==> src/rtl/hazard_ctrl_pkg.sv <==
// Shared types for the hazard/forwarding controller: result-source codes,
// forwarding selects, shadow pipeline records and the forwarding rule.
package hazard_ctrl_pkg;

  localparam int REG_ADDR_W = 5;

  typedef logic [REG_ADDR_W-1:0] reg_addr_t;

  localparam logic [1:0] RESULT_ALU  = 2'b00;
  localparam logic [1:0] RESULT_MEM  = 2'b01;
  localparam logic [1:0] RESULT_JUMP = 2'b10;

  typedef enum logic [1:0] {
    FWD_REG = 2'b00,
    FWD_WB  = 2'b01,
    FWD_MEM = 2'b10
  } fwd_sel_t;

  typedef enum logic [2:0] {
    HZ_NONE,
    HZ_MEM_WAIT,
    HZ_EX_BUSY,
    HZ_REDIRECT,
    HZ_LOAD_USE
  } hz_case_t;

  // Producer record kept for the E and M stages.
  typedef struct packed {
    logic       valid;
    logic       regwrite;
    reg_addr_t  rd;
    logic [1:0] resultsrc;
  } hz_stage_t;

  // Write-back only needs to know which register it is about to write.
  typedef struct packed {
    logic      valid;
    logic      regwrite;
    reg_addr_t rd;
  } hz_wb_t;

  function automatic fwd_sel_t fwd_select(input reg_addr_t rs, input hz_stage_t m, input hz_wb_t w);
    if (rs == '0) return FWD_REG;
    if (m.valid && m.regwrite && (m.rd == rs) && (m.resultsrc == RESULT_ALU)) return FWD_MEM;
    if (w.valid && w.regwrite && (w.rd == rs)) return FWD_WB;
    return FWD_REG;
  endfunction

endpackage

==> src/rtl/hazard_ctrl_sat_counter.sv <==
// Saturating event counter with synchronous active-low clear; sticks at all-ones.
module sat_counter #(
  parameter int CNT_WIDTH = 32
) (
  input  logic                 clk,
  input  logic                 reset,
  input  logic                 inc,
  output logic [CNT_WIDTH-1:0] count
);

  localparam logic [CNT_WIDTH-1:0] CNT_ONE = CNT_WIDTH'(1);

  logic [CNT_WIDTH-1:0] count_q, count_d;

  // NOTE: combinational blocks assign a default first so no latch is inferred.
  always_comb begin
    count_d = count_q;
    if (inc && (count_q != '1)) count_d = count_q + CNT_ONE;
  end

  // NOTE: sequential state uses non-blocking assignments only; reset is sampled on the clock edge.
  always_ff @(posedge clk) begin
    if (!reset) count_q <= '0;
    else        count_q <= count_d;
  end

  assign count = count_q;

endmodule

==> src/rtl/hazard_ctrl.sv <==
// Hazard/forwarding controller: shadows the E/M/W destination registers and
// drives stall, flush and forwarding selects for the pipeline registers.
module hazard_ctrl
  import hazard_ctrl_pkg::*;
#(
  parameter int REG_ADDR_WIDTH = 5,
  parameter int CNT_WIDTH      = 32
) (
  input  logic                      clk,
  input  logic                      reset,
  input  logic [REG_ADDR_WIDTH-1:0] Rs1D,
  input  logic [REG_ADDR_WIDTH-1:0] Rs2D,
  input  logic [REG_ADDR_WIDTH-1:0] RdD,
  input  logic                      RegWriteD,
  input  logic [1:0]                ResultSrcD,
  input  logic                      PCSrcE,
  input  logic                      ex_busy,
  input  logic                      dmem_req,
  input  logic                      dmem_ready,
  output logic                      StallF,
  output logic                      StallD,
  output logic                      StallE,
  output logic                      StallM,
  output logic                      FlushD,
  output logic                      FlushE,
  output logic                      FlushM,
  output logic                      FlushW,
  output logic [1:0]                ForwardAE,
  output logic [1:0]                ForwardBE,
  output logic [CNT_WIDTH-1:0]      stall_cnt,
  output logic [CNT_WIDTH-1:0]      flush_cnt
);

  hz_stage_t e_q, e_d, m_q, m_d;
  hz_wb_t    w_q, w_d;
  reg_addr_t e_rs1_q, e_rs1_d, e_rs2_q, e_rs2_d;
  reg_addr_t rs1_d_in, rs2_d_in;
  hz_case_t  hz_case;
  logic      mem_wait, use_hz;

  assign rs1_d_in = reg_addr_t'(Rs1D);
  assign rs2_d_in = reg_addr_t'(Rs2D);

  always_comb begin
    mem_wait = m_q.valid & dmem_req & ~dmem_ready;
    use_hz   = e_q.valid & e_q.regwrite & (e_q.rd != '0) & (e_q.resultsrc != RESULT_ALU)
             & ((e_q.rd == rs1_d_in) | (e_q.rd == rs2_d_in));
    hz_case  = HZ_NONE;
    if (reset) begin
      if (mem_wait)     hz_case = HZ_MEM_WAIT;
      else if (ex_busy) hz_case = HZ_EX_BUSY;
      else if (PCSrcE)  hz_case = HZ_REDIRECT;
      else if (use_hz)  hz_case = HZ_LOAD_USE;
    end
  end

  always_comb begin
    {StallF, StallD, StallE, StallM} = '0;
    {FlushD, FlushE, FlushM, FlushW} = '0;
    case (hz_case)
      HZ_MEM_WAIT: begin
        {StallF, StallD, StallE, StallM} = '1;
        FlushW = 1'b1;
      end
      HZ_EX_BUSY: begin
        {StallF, StallD, StallE} = '1;
        FlushM = 1'b1;
      end
      HZ_REDIRECT: {FlushD, FlushE} = '1;
      HZ_LOAD_USE: begin
        {StallF, StallD} = '1;
        FlushE = 1'b1;
      end
      default: ;
    endcase
  end

  always_comb begin
    ForwardAE = FWD_REG;
    ForwardBE = FWD_REG;
    if (reset) begin
      ForwardAE = fwd_select(e_rs1_q, m_q, w_q);
      ForwardBE = fwd_select(e_rs2_q, m_q, w_q);
    end
  end

  // Shadow advances exactly as the real pipeline registers do; a bubble is an all-zero record.
  always_comb begin
    e_d     = e_q;
    e_rs1_d = e_rs1_q;
    e_rs2_d = e_rs2_q;
    m_d     = m_q;
    w_d     = FlushW ? '0 : '{valid: m_q.valid, regwrite: m_q.regwrite, rd: m_q.rd};
    if (!StallM) m_d = FlushM ? '0 : e_q;
    if (!StallE) begin
      if (FlushE) begin
        e_d     = '0;
        e_rs1_d = '0;
        e_rs2_d = '0;
      end else begin
        e_d     = '{valid: 1'b1, regwrite: RegWriteD, rd: reg_addr_t'(RdD), resultsrc: ResultSrcD};
        e_rs1_d = rs1_d_in;
        e_rs2_d = rs2_d_in;
      end
    end
  end

  always_ff @(posedge clk) begin
    if (!reset) begin
      e_q     <= '0;
      e_rs1_q <= '0;
      e_rs2_q <= '0;
      m_q     <= '0;
      w_q     <= '0;
    end else begin
      e_q     <= e_d;
      e_rs1_q <= e_rs1_d;
      e_rs2_q <= e_rs2_d;
      m_q     <= m_d;
      w_q     <= w_d;
    end
  end

  sat_counter #(.CNT_WIDTH(CNT_WIDTH)) u_stall_cnt (
    .clk   (clk),
    .reset (reset),
    .inc   (StallD),
    .count (stall_cnt)
  );

  sat_counter #(.CNT_WIDTH(CNT_WIDTH)) u_flush_cnt (
    .clk   (clk),
    .reset (reset),
    .inc   (hz_case == HZ_REDIRECT),
    .count (flush_cnt)
  );

  // A non-ALU producer in M matching an E operand means a load-use stall was missed.
  a_no_late_mem_fwd: assert property (@(posedge clk) disable iff (!reset)
    !(m_q.valid && m_q.regwrite && (m_q.resultsrc != RESULT_ALU) &&
      (((e_rs1_q != '0) && (m_q.rd == e_rs1_q)) || ((e_rs2_q != '0) && (m_q.rd == e_rs2_q)))));

endmodule

==> config.mk <==
export PLATFORM = sky130hd
export DESIGN_NAME = hazard_ctrl
export DESIGN_NICKNAME = d
export VERILOG_FILES = /design/src/rtl/hazard_ctrl_pkg.sv /design/src/rtl/hazard_ctrl_sat_counter.sv /design/src/rtl/hazard_ctrl.sv
export SDC_FILE = /design/constraint.sdc
export NUM_CORES = 1
export LEC_CHECK = 0
export CAP_MARGIN = 10
export CORE_ASPECT_RATIO = 1.5
export CORE_UTILIZATION = 47
export CTS_CLUSTER_SIZE = 14
export DETAILED_ROUTE_END_ITERATION = 6
export GPL_TIMING_DRIVEN = 0
export PLACE_DENSITY = 0.75
export SLEW_MARGIN = 15
export SYNTH_ARGS = -nofsm -noshare
export SYNTH_HDL_FRONTEND = slang
export SYNTH_SLANG_ARGS = --single-unit
==> constraint.sdc <==
create_clock -name clk -period 2.3 [get_ports clk]
set_clock_uncertainty 0.15 [all_clocks]
set_input_delay 0.46 -clock clk [delete_from_list [all_inputs] [get_ports clk]]
set_output_delay 0.46 -clock clk [all_outputs]
set_load 0.005 [all_outputs]
# Word level (Yosys, flattened, before mapping)
# Index checks and enable logic that the tools add are counted.
[totals] regBits=99 input_bits=24
[op_classes] add_sub_neg=2 reduce_logical=19 bitwise=9 mux=47 n_eq_ne=12
[ops] op="adder 32 x 1 -> 32 bit (second input constant)" n=2
[ops] op="inequality test 32 bit (second input constant)" n=2
[ops] op="== test 5 bit" n=6
[ops] op="two-way mux 2 bit" n=14
[ops] op="two-way mux 1 bit" n=24
[ops] op="two-way mux 9 bit" n=2
[ops] op="two-way mux 3 bit" n=5
[ops] op="logical AND 1 bit" n=10
[ops] op="zero test 5 bit" n=2
[ops] op="two-way mux 5 bit" n=2
[ops] op="AND 1 bit" n=6
[ops] op="== test 3 x 2 -> 1 bit (second input constant)" n=2
[ops] op="OR reduction 2 bit" n=3
[ops] op="nonzero test 5 bit" n=1
[ops] op="== test 3 x 1 -> 1 bit (second input constant)" n=1
[ops] op="== test 3 bit (second input constant)" n=1
[ops] op="OR reduction 3 bit" n=1
[ops] op="zero test 2 bit" n=1
[ops] op="NOT 1 bit" n=2
[ops] op="nonzero test 2 bit" n=1
[ops] op="bitwise OR 1 bit" n=1

# Depth between registers and ports, before layout
[logic_depth] word_depth=13 mapped_depth=10 mapped_depth_nobuf=7

# Modules after synthesis
# A second synthesis with hierarchy kept.
[unflattened] cells_unflattened=618 hier_area_um2=5251.3
[modules_own_cells] mod="sat_counter" instances=2 area_per_inst_um2=1704.1 cells_each=200 seq_area_each_um2=640.6
[modules_own_cells] mod="hazard_ctrl" instances=1 area_per_inst_um2=1843.0 cells_each=218 seq_area_each_um2=700.7

# Least setup slack after synthesis
# OpenSTA, ideal clock, no wires.
[synth_timing] path_type="input port to output port" from="input port reset" to="output port StallM" t_required_ps=1690 cell_stages=6 path_slack_ps=118 path_buffers=4 t_arrival_ps=1572 path_cell_list="buf_2 inv_1 clkbuf_1 clkbuf_1 nor2_1 buf_4"
[synth_between] elab_chain_len=3
[synth_lines] item="start, declared" line="hazard_ctrl.sv:10" text="input logic reset,"
[synth_lines] item="two-way mux 3 bit" line="hazard_ctrl.sv:49" text="if (reset) begin"
[synth_lines] item="== test 3 x 1 -> 1 bit"
[synth_lines] item="two-way mux 1 bit"
[synth_lines] item="end, declared" line="hazard_ctrl.sv:23" text="output logic StallM,"
# Every way passes these cells.

# Worst setup path after layout
[layout_timing] from="register m_q[8] in the netlist's numbering" to="register u_stall_cnt.count_q[17] (netlist: u_stall_cnt.count[17])"
[layout_between] elab_chain_len=8 word_cells_on_any_way=10 cone_classes="eq/ne: 3; mux: 3; bitwise: 2; reduce/logical: 2"
[layout_lines] item="start, declared" line="hazard_ctrl.sv:34" text="hz_stage_t e_q, e_d, m_q, m_d;"
[layout_lines] item="start signal, assigned" line="hazard_ctrl.sv:119" text="m_q <= m_d;"
[layout_lines] item="AND 1 bit (*) (2 in a row)" line="hazard_ctrl.sv:45" text="mem_wait = m_q.valid & dmem_req & ~dmem_ready;"
[layout_lines] item="two-way mux 3 bit (*)" line="hazard_ctrl.sv:50" text="if (mem_wait) hz_case = HZ_MEM_WAIT;"
[layout_lines] item="two-way mux 3 bit (*)" line="hazard_ctrl.sv:49"
[layout_lines] item="== test 3 x 1 -> 1 bit (tied with other cells)" line="hazard_ctrl.sv:60" text="case (hz_case)"
[layout_lines] item="OR reduction 3 bit (no source line) (*)"
[layout_lines] item="two-way mux 1 bit (*)" line="hazard_ctrl.sv:60"
[layout_lines] item="logical AND 1 bit (*)" line="hazard_ctrl_sat_counter.sv:18" text="if (inc && (count_q != '1)) count_d = count_q + CNT_ONE;"
[layout_lines] item="end signal, assigned" line="hazard_ctrl_sat_counter.sv:24" text="else count_q <= count_d;"
[layout_lines] item="end, declared" line="hazard_ctrl_sat_counter.sv:13" text="logic [CNT_WIDTH-1:0] count_q, count_d;"
# Mark *: on every way between the ends. The rest lies on a longest branch, timed or not.
# A chain may end at the register's enable or synchronous reset.

==> run_results.csv <==
group,metric,value,unit
status,status,"finished, final reports clean",
placed_design,hpwl,9.660,mm
cells_and_area,fillers,775,
global_routing,antenna_found_initial,0,
global_routing,grt_pass1_wl,22.07,mm
clocking,numCtsBuffers,9,
global_routing,overflow,0,
critical_path,r2r-end,"u_stall_cnt.count[17]",
placed_design,io_buffers,98,
routing,ant_nets,0,
logic_synthesis,dominantRegCellSynth,"dfxtp_1",
logic_synthesis,synth_nets,572,
critical_path,cp.required,2.42,ns
sta,fin_crit,2.285,ns
cells_and_area,final_util,0.6843,
critical_path,path_class,"flop to flop",
critical_path,r2r_setup_slack,0.02,ns
sta,timing.fmax,437.7,MHz
sta,setup_violations,0,
logic_synthesis,yosysTopAreaCell,"dfxtp_1",
critical_path,cp_max_fo,5,
routing,met2_length,7.738,mm
critical_path,arrival,2.41,ns
floorplanning,io_pins,100,
clocking,cts_sinks,99,
clocking,clk_latency,0.35,ns
critical_path,startpoint_type,"flop",
sta,max_slew_margin,0.6188,
logic_synthesis,synth-edff-count,0,
min_path,hp-class,"input pin to flop",
clocking,clock_path_buffers,2,
logic_synthesis,synthMuxAreaShare,0.03246,
power_and_ir_drop,leakage,2.646,nW
sta,worstMarginPinSlew,0.5717,ns
routing,num_vias,4791,
critical_path,rr_worst_depth,9,
routing,routed_wl,14.55,mm
critical_path,endpoint,"u_stall_cnt.count[17]",
sta,fin_crit_sh,0.9933,
logic_synthesis,synth_area,4933,um2
logic_synthesis,synthAdderAreaFrac,0.005072,
sta,finalHoldViolCount,0,
floorplanning,start_util,0.4841,
logic_synthesis,ys_seq_elements,99,
global_routing,grt_pass1_vias,4530,
sta,grt_setup_unrepaired,"yes",
sta,drv_slew,0,
critical_path,endpoint_kind,"flop",
logic_synthesis,seq_area_frac_synth,0.4017,
logic_synthesis,synth-compound-area-share,0.1202,
logic_synthesis,ys_warn_count,0,
logic_synthesis,synth_cell_types,56,
logic_synthesis,yosys-top-cells-count,"99 x dfxtp_1, 51 x nand2_1, 43 x nor2_1",
routing,drt-met1-wl,5.603,mm
clocking,path_clk_slew,0.07,ns
logic_synthesis,syn-instance-count,546,
logic_synthesis,synth_top_family_by_area,"simple AND/OR/NAND/NOR gates",
logic_synthesis,async_flop_share,0,
floorplanning,die_w,85.66,um
logic_synthesis,synth.most_common_cell,"dfxtp_1",
routing,wl_per_cell,17.53,um
routing,drc,0,
job,cap_violations,0,
critical_path,startpoint,"m_q[8]",
logic_synthesis,synthSimpleGateAreaFrac,0.2990,
cells_and_area,antenna_cells,0,
floorplanning,core-area,10190,um2
floorplanning,fp.dieArea,10920,um2
global_routing,grt_usage,0.2581,
routing,top_layer,"met4",
floorplanning,chipHeight,127.5,um
global_routing,grt_max_degree,17,
power_and_ir_drop,power.density,529.4,nW/um2
routing,drtIter0Drc,309,
cells_and_area,nets,710,
floorplanning,rows,45,
clocking,root_buffer,"clkbuf_16",
logic_synthesis,synth_top_area_frac,0.4017,
placed_design,gp_congestion,0.8424,
routing,routed-wl-met3,673,um
power_and_ir_drop,ir_drop,0.4112,mV
cells_and_area,syn2layout_area_growth,41.36,%
logic_synthesis,synth-xor-area-share,0.09764,
logic_synthesis,synthTopCellsByArea,"dfxtp_1 40%, xor2_1 5.3%, xnor2_1 4.4%, nand2_1 3.9%, nor2_1 3.3%",
logic_synthesis,postSynthAreaPerCell,9.036,um2
clocking,cts_tree,"done",
power_and_ir_drop,finalPower,3.692,mW
routing,firstDrtPassIters,5,
clocking,htreeDepth,3,
critical_path,regToRegStartpoint,"m_q[8]",
cells_and_area,drive_gt1_frac,0.2511,
routing,via_per_inst,5.772,
[stage by stage]
step | worst slack, ns | cell area, um2 | std cells | TNS, ns | hold WS (ns)
3_3_place_gp | -0.9485 | 6091 | 785 | -40.03 | 0.2939
2_1_floorplan | 0.1183 | 4933 | 546 | 0 | 0.2819
3_5_place_dp | -0.9790 | 6091 | 785 | -40.01 | 0.2980
5_1_grt | -0.06198 | 6974 | 830 | -0.5715 | 0.2712
4_1_cts | 0.002768 | 6787 | 820 | 0 | 0.2623
6_report | 0.01532 | 6974 | 830 | 0 | 0.2639
[critical path, cell delays in order, from the launching register on]
cell and delay (ns):
dfxtp_2 0.34, and3b_4 0.20, buf_6 0.13, nor2_4 0.13, a31o_4 0.18, buf_4 0.14, o211ai_4 0.11, buf_6 0.15
or4_4 0.51, a21oi_2 0.17
[power by group]
group	leakage, nW	internal [mW]	switching (mW)
logic	1.69	0.206	0.197
registers	0.817	1.76	0.0654
clock network	0.138	0.795	0.671
total	2.65	2.76	0.933
[cells by family (layout without fill, tap and decap cells)]
group / after synthesis / after routing
fa+ha+maj: 2 / 2
flops: 99 / 99
buf+inv: 41 / 184
simple gates: 253 / 253
mux: 16 / 16
compound gates: 80 / 80
xor+xnor: 55 / 55
[flip-flops by register name, indices dropped and copies added, names as in the netlist]
name and flops:
e_q 9, e_rs1_q 5, e_rs2_q 5, m_q 9, u_flush_cnt.count 32, u_stall_cnt.count 32, w_q 7
[how the worst min path moves through the flow]
stage	start	endpoint	slack, ns	cells after the start
6_report	reset	u_stall_cnt.count[23]	0.26	3
5_1_grt	reset	u_stall_cnt.count[25]	0.27	3
4_1_cts	reset	u_stall_cnt.count[23]	0.26	3
3_5_place_dp	m_q[1]	m_q[1]	0.30	2
3_3_place_gp	m_q[1]	m_q[1]	0.29	2
2_1_floorplan	m_q[0]	m_q[0]	0.28	2
[layer usage]
layer  GRT usage  vias up
met5           0        -
met4      0.1275        0
met3     0.05233       47
met2      0.4711      188
met1      0.2797     2310
li1            -     2246
[placed cells by master (no fill, tap or decap), types with 6 or more instances in the layout]
cell and n:
clkdlybuf4s50_1 72, dfxtp_1 70, nand2_1 51, nor2_1 41, xor2_1 30, buf_4 29
nand4_1 25, dfxtp_2 25, nand3_1 24, and3_1 23, a21oi_1 23, xnor2_1 20
a22o_1 18, mux2i_1 16, buf_6 12, clkbuf_16 11, o31ai_1 11, nand2b_1 10
buf_2 10, nand3b_1 8, or3_1 8, o21ai_0 8, dlygate4sd2_1 8, clkbuf_8 7
clkbuf_1 7, or4_1 7, and4_1 6, clkbuf_2 6, inv_1 6
[repair_timing]
action	4_1_cts	5_1_grt
gates cloned	0	3
setup buffers	20	8
pin swaps	28	27
hold buffers	0	0
resized for setup	120	61
setup endpoints to repair	64	78
[final cells by class]
| class | instances | area [um2] | area share |
|---|---|---|---|
| Multi-Input combinational cell | 406 | 2977 | 0.4268 |
| Sequential cell | 99 | 2028 | 0.2908 |
| Timing Repair Buffer | 128 | 1154 | 0.1654 |
| Tap cell | 141 | 176.4 | 0.02530 |
| Clock inverter | 5 | 37.54 | 0.005382 |
| Clock buffer | 11 | 252.7 | 0.03624 |
| Inverter | 9 | 42.54 | 0.006100 |
| Buffer | 31 | 306.5 | 0.04395 |
Power figures use the tool's default switching activity.
